## src/rtl/issue_queue.sv

```systemverilog
// Per-unit out-of-order issue queue: collapsing storage, tag wakeup,
// oldest-ready select with a registered one-cycle issue pulse.
module issue_queue #(
    parameter int DEPTH         = 8,
    parameter int PHY_WIDTH     = 6,
    parameter int ROB_WIDTH     = 5,
    parameter int PAYLOAD_WIDTH = 64,
    parameter int NUM_WAKE      = 3,
    parameter int COUNT_W       = $clog2(DEPTH + 1)
) (
    input  logic                          clk,
    input  logic                          rst,
    input  logic                          flush,
    input  logic                          dispatch_valid,
    output logic                          dispatch_ready,
    input  logic [ROB_WIDTH-1:0]          dispatch_rob_id,
    input  logic [PHY_WIDTH-1:0]          dispatch_rs1_phy,
    input  logic [PHY_WIDTH-1:0]          dispatch_rs2_phy,
    input  logic [PHY_WIDTH-1:0]          dispatch_rd_phy,
    input  logic                          dispatch_rs1_rdy,
    input  logic                          dispatch_rs2_rdy,
    input  logic [PAYLOAD_WIDTH-1:0]      dispatch_payload,
    input  logic [NUM_WAKE-1:0]           wake_valid,
    input  logic [NUM_WAKE*PHY_WIDTH-1:0] wake_tag,
    input  logic                          busy,
    output logic                          issue_valid,
    output logic [ROB_WIDTH-1:0]          issue_rob_id,
    output logic [PHY_WIDTH-1:0]          issue_rs1_phy,
    output logic [PHY_WIDTH-1:0]          issue_rs2_phy,
    output logic [PHY_WIDTH-1:0]          issue_rd_phy,
    output logic [PAYLOAD_WIDTH-1:0]      issue_payload,
    output logic [COUNT_W-1:0]            count
);

    localparam int IDX_W = $clog2(DEPTH);

    typedef struct packed {
        logic [ROB_WIDTH-1:0]     rob;
        logic [PHY_WIDTH-1:0]     rs1;
        logic [PHY_WIDTH-1:0]     rs2;
        logic [PHY_WIDTH-1:0]     rd;
        logic [PAYLOAD_WIDTH-1:0] payload;
        logic                     r1;
        logic                     r2;
    } entry_t;

    entry_t             q      [DEPTH];
    entry_t             q_next [DEPTH];
    logic [DEPTH-1:0]   rdy;
    logic [IDX_W-1:0]   sel;
    logic [IDX_W-1:0]   wr;
    logic               fire;
    logic               accept;
    logic [COUNT_W-1:0] count_next;
    entry_t             sel_e;

    function automatic logic hit(
        input logic [PHY_WIDTH-1:0]          tag,
        input logic [NUM_WAKE-1:0]           v,
        input logic [NUM_WAKE*PHY_WIDTH-1:0] t
    );
        hit = 1'b0;
        for (int p = 0; p < NUM_WAKE; p++) begin
            if (v[p] && t[p*PHY_WIDTH +: PHY_WIDTH] == tag) begin
                hit = 1'b1;
            end
        end
    endfunction

    assign dispatch_ready = (count < COUNT_W'(DEPTH));
    assign accept = dispatch_valid & dispatch_ready & ~flush;

    // Readiness uses registered bits only; wakeups land next cycle.
    always_comb begin
        rdy = '0;
        for (int i = 0; i < DEPTH; i++) begin
            rdy[i] = (COUNT_W'(i) < count) & q[i].r1 & q[i].r2;
        end
    end

    always_comb begin
        sel = '0;
        for (int i = DEPTH - 1; i >= 0; i--) begin
            if (rdy[i]) begin
                sel = IDX_W'(i);
            end
        end
    end

    assign fire  = ~busy & ~flush & (|rdy);
    assign sel_e = q[sel];
    assign wr    = IDX_W'(count - COUNT_W'(fire));

    always_comb begin
        entry_t e;
        entry_t d;
        for (int j = 0; j < DEPTH; j++) begin
            e = q[j];
            if (fire && IDX_W'(j) >= sel) begin
                e = q[(j < DEPTH - 1) ? j + 1 : j];
            end
            e.r1 = e.r1 | hit(e.rs1, wake_valid, wake_tag);
            e.r2 = e.r2 | hit(e.rs2, wake_valid, wake_tag);
            q_next[j] = e;
        end
        d.rob     = dispatch_rob_id;
        d.rs1     = dispatch_rs1_phy;
        d.rs2     = dispatch_rs2_phy;
        d.rd      = dispatch_rd_phy;
        d.payload = dispatch_payload;
        d.r1 = dispatch_rs1_rdy
             | hit(dispatch_rs1_phy, wake_valid, wake_tag);
        d.r2 = dispatch_rs2_rdy
             | hit(dispatch_rs2_phy, wake_valid, wake_tag);
        if (accept) begin
            q_next[wr] = d;
        end
    end

    always_comb begin
        count_next = count + COUNT_W'(accept) - COUNT_W'(fire);
        if (flush) begin
            count_next = '0;
        end
    end

    always_ff @(posedge clk or posedge rst) begin
        if (rst) begin
            count         <= '0;
            issue_valid   <= 1'b0;
            issue_rob_id  <= '0;
            issue_rs1_phy <= '0;
            issue_rs2_phy <= '0;
            issue_rd_phy  <= '0;
            issue_payload <= '0;
            for (int i = 0; i < DEPTH; i++) begin
                q[i] <= '0;
            end
        end else begin
            count       <= count_next;
            issue_valid <= fire;
            for (int i = 0; i < DEPTH; i++) begin
                q[i] <= q_next[i];
            end
            if (fire) begin
                issue_rob_id  <= sel_e.rob;
                issue_rs1_phy <= sel_e.rs1;
                issue_rs2_phy <= sel_e.rs2;
                issue_rd_phy  <= sel_e.rd;
                issue_payload <= sel_e.payload;
            end
        end
    end

endmodule
```

## config.mk

```make
export PLATFORM = sky130hd
export DESIGN_NAME = issue_queue
export DESIGN_NICKNAME = d
export VERILOG_FILES = /design/src/rtl/issue_queue.sv
export SDC_FILE = /design/constraint.sdc
export NUM_CORES = 2
export LEC_CHECK = 0
export BUFFER_PORTS_ARGS = -buffer_cell sky130_fd_sc_hd__buf_2
export CAP_MARGIN = 20
export CORE_MARGIN = 2
export CORE_UTILIZATION = 55
export DETAILED_ROUTE_END_ITERATION = 16
export PLACE_DENSITY = 0.82
export SETUP_SLACK_MARGIN = 0.15
export SLEW_MARGIN = 20
export SYNTH_ARGS = -nofsm -noshare
export SYNTH_HDL_FRONTEND = slang
export SYNTH_SLANG_ARGS = --single-unit
```

## constraint.sdc

```tcl
create_clock -name clk -period 31.6 [get_ports clk]
set_clock_uncertainty 0.05 [all_clocks]
set_input_delay 7.9 -clock clk [delete_from_list [all_inputs] [get_ports clk]]
set_output_delay 7.9 -clock clk [all_outputs]
set_load 0.05 [all_outputs]
```

==> results <==
- The flow ran to the end, but the final reports show violations.
- The final reports fail on DRC.
- Synthesis inferred 804 register bits.
- Dividing the detail-routed via count by the number of cells gives 6.90.
- Timing would allow up to 84.0 MHz.
- The family of cells with the greatest summed delay on the critical path is buffers and inverters.
- The async set-reset flop share out of synthesis is 1.00.
- The initial utilization of the core area, before any placement, comes to 0.553.
- By area, the combinational part of the netlist is dominated by simple AND/OR/NAND/NOR gates.
- The buffer count from post-CTS setup fixing is 0.
- The share of total power dissipated in sequential elements is 0.341.
- Data on the critical path arrives at its endpoint at roughly 12 ns.
- Of the cells placed in the final design, the portion with a size suffix greater than 1 is 0.130.
- In this run the tightest slew margin relative to its limit is 0.220.
- The number of buffers and inverters on the critical path is 5.
- Measured along the x axis, the die boundary spans slightly below 300 um.
- In the layout the commonest cells are nand2_1, dfrtp_1, nor2_1.
- The maximum buffer depth of the clock tree is 3.
- Setup repair after global routing left no endpoint under its margin.
- The post-synthesis net count is 5,299.
- The area share of fa/ha/maj cells after synthesis is 0.00261.
- The layout-stage area growth over the synthesis result is 8.96%.
- The cell type contributing the most total cell area after synthesis is dfrtp_1.
- The layout net count is 5,128.
- The H-tree level count is 3.
- The floorplan step defined a die boundary enclosing 86,000 um^2.
- For this run, the slowest stage of the critical path takes 0.64 ns.
- Entering global routing, the biggest net connects 190 pins.
- Dividing the detail-routed wire length by the instance count gives 25.7 um.
- The total track usage is 0.363.
- Of the total synthesized cell area, the portion taken by XOR and XNOR cells is 0.0521.
- The leakage power summed over all cells is 21.4 nW.
- The later pin in the worst-skew pair is clocked with a latency of 0.67 ns.
- The type of the worst min-delay path is reg2reg.
- The area of the core is between 80,000 and 90,000 um^2.
- The type of element capturing the critical path is a register.
- TritonCTS built the clock tree.
- The first global-routing pass estimated 243,000 um of wire.
- The multiplexer area fraction after synthesis is 0.129.
- The worst supply voltage drop on vdd is 0.133 mV.
- The most prevalent standard cell on the critical path is buf_4.
- For this design, the CTS-stage hold fixing added 0 buffers.
- Yosys mapped the design onto 87 distinct sky130hd cell types.
- The number of global-route vias before repair is 41,400.
- Sorting the synthesized cells by area gives the leading types as dfrtp_1, nand2_1, a31oi_1.
- The internal portion of the total power is 3.11 mW.
- In the synthesized netlist, the number of instances is 5,175.
- The final route contains 42,500 vias.
- The synthesized netlist occupies a cell area of 46,000 um^2.
- The net switching power is 2.46 mW.
- The leading cell type in the layout, fill and taps excluded is nand2_1.
- Subtracting the final worst setup slack from the clock period gives 11.90 ns.
- The number of antenna violations at the first check in global routing is 20.
- The startpoint type of the worst setup path is an input pin.
- In this run, synthesis inferred 0 flip-flops with an integrated enable.
- The count of instances resized after the clock tree is built is 0.
- Of the total power, the clock network draws 0.193.
- Power spread over the standard cell area amounts to approximately 110 nW/um^2.
- The type of the setup path with the least slack is in2reg.
- For this run, the number of Yosys warnings is 0.
- Traced cell by cell, the critical path runs through buf_2 > nor2_2 > buf_4 > nand2_4 > inv_1 > ha_1 > ha_1 > xnor2_1 > nand3_4 > buf_4 > buf_4 > nor2_1 > a31oi_1.
- After clock tree synthesis, the clock-pin slew on the worst setup and hold paths is 0.06 ns.
- A synthesized cell averages 8.89 um^2.
- Of the total synthesized cell area, the portion taken by AND, OR, NAND and NOR gates is 0.164.
- In this run the tool buffered the top-level ports with ~210 buffer cells.
- The number of detailed-route iterations in the first pass is 16.
- The max-cap violation count is 0.
- The HPWL after detailed placement is 91,000 um.
- The cell with the largest stage delay on the worst path is xnor2_1.
- The total wire length is 158,000 um.
- The highest fanout seen on the critical path is 84.
- At the end of routability-driven placement, the weighted congestion stood at between 1 and 1.5.
- The proportion of synthesized chip area in sequential cells is 0.437.
- Setup violations remaining at the end of the flow were counted as 0.
- CTS placed an instance of clkbuf_16 at the clock tree root.
- For the pin with the worst max-slew slack, the measured transition is 1.17 ns.
- The share of the core filled with cells is 0.602.
- Of the total power, the share spent switching nets is 0.441.
- The tightest hold margin is 0.421 ns.
- The final global-route overflow total is 0.
- The final critical-path share of the clock period is 0.377.
- The proportion of netlist area held by the largest area contributor is 0.437.
- The count of pins on the block boundary is 208.
- TritonCTS created 86 clock buffers.
- Of the total power, combinational logic draws 0.466.
- The post-synthesis compound-gate area fraction came to 0.163.
- Among all flip-flop cells after synthesis, the most frequent one is dfrtp_1.
- For this design, the sink count on the clock tree is 804.
- The die is between 200 and 300 um tall.
- The accumulated negative setup slack is 0 ns.
- The number of design rule violations left after detail routing is 4.
- In this run, the number of DRC markers left after iteration 0 of detailed routing was 6,624.
- The number of placement rows is 106.
- The worst path required time is 32.00 ns.
- The final-report hold violation count is 0.
- In this run the remaining antenna-violating nets after routing total 0.
- The number of slew-limit violations in the final report is 0.
==> cell families (layout without fill, tap and decap cells) <==
family	Yosys count	in the layout
simple gates	1886	1886
xor+xnor	274	274
mux	464	464
flops	804	804
compound gates	1132	1132
buf+inv	606	506
fa+ha+maj	9	9
other cells	0	11
==> per-layer routing <==
| layer | global-route usage | share of wire |
|---|---|---|
| met4 | 0.197 | 0.061 |
| met5 | 0.00227 | 0.0011 |
| met2 | 0.547 | 0.44 |
| met1 | 0.472 | 0.37 |
| met3 | 0.108 | 0.13 |
==> worst paths after layout <==
| path | start | endpoint | slack (ns) | cells past startpoint |
|---|---|---|---|---|
| worst max-delay path | flush | q[667] | 19.70 | 13 |
| worst min-delay path | issue_payload[27] | issue_payload[27] | 0.42 | 2 |
| worst max register to register | count[3] | q[667] | 25.18 | 15 |
| worst min register to register | issue_payload[27] | issue_payload[27] | 0.42 | 2 |
| max in group asynchronous | rst | q[150] | 20.27 | 6 |
| min in group asynchronous | rst | issue_rs1_phy[5] | 7.27 | 2 |
==> worst reg2reg max path: stages (launching register included) <==
cell,delay [ns]
dfrtp_1,0.52
inv_1,0.22
ha_1,0.39
or3b_4,0.49
a2bb2oi_4,0.36
nand3_1,0.20
nand2_4,0.63
inv_1,0.21
ha_1,0.24
ha_1,0.22
xnor2_1,0.64
nand3_4,0.63
buf_4,0.52
buf_4,0.51
nor2_1,0.28
a31oi_1,0.08
==> stage by stage <==
| stage | total power, mW | setup slack (ns) | cell area, um^2 | instances |
|---|---|---|---|---|
| detailed placement | 4.40 | 19.03 | 47100 | 5996 |
| global route | 5.81 | 19.52 | 50100 | 6162 |
| global placement | 4.31 | 19.21 | 47100 | 5995 |
| floorplan | 3.71 | 1.07 | 46000 | 5175 |
| CTS | 5.47 | 19.64 | 50100 | 6155 |
| finish | 5.57 | 19.70 | 50100 | 6166 |
==> area by class of cell <==
type | count | area [um^2]
repair buffers | 287 | 1690
diodes | 11 | 27.5
clock inverters | 31 | 428
inverters | 60 | 233
well taps | 1080 | 1350
multi-input cells | 3765 | 23700
clock buffers | 128 | 2560
fillers | 6778 | 33100
flip-flops and latches | 804 | 20100
==> synth_stat cells (84+ instances only) <==
cell	n
mux2_2	84
o21ai_0	118
dfrtp_1	804
nor2_1	603
mux4_2	94
nand2_1	1090
xnor2_1	191
clkbuf_1	340
mux2i_1	286
buf_1	127
o22ai_1	112
a21oi_1	155
a31oi_1	477
a221o_1	90
==> power groups by stage <==
stage	Combinational, mW	Clock, mW	Sequential [mW]
finish	2.59	1.07	1.90
global route	2.75	1.12	1.94
CTS	2.53	1.07	1.87
detailed placement	2.52	0	1.88
global placement	2.45	0	1.87
floorplan	1.85	0	1.87
(Power assumes the default switching activity.)
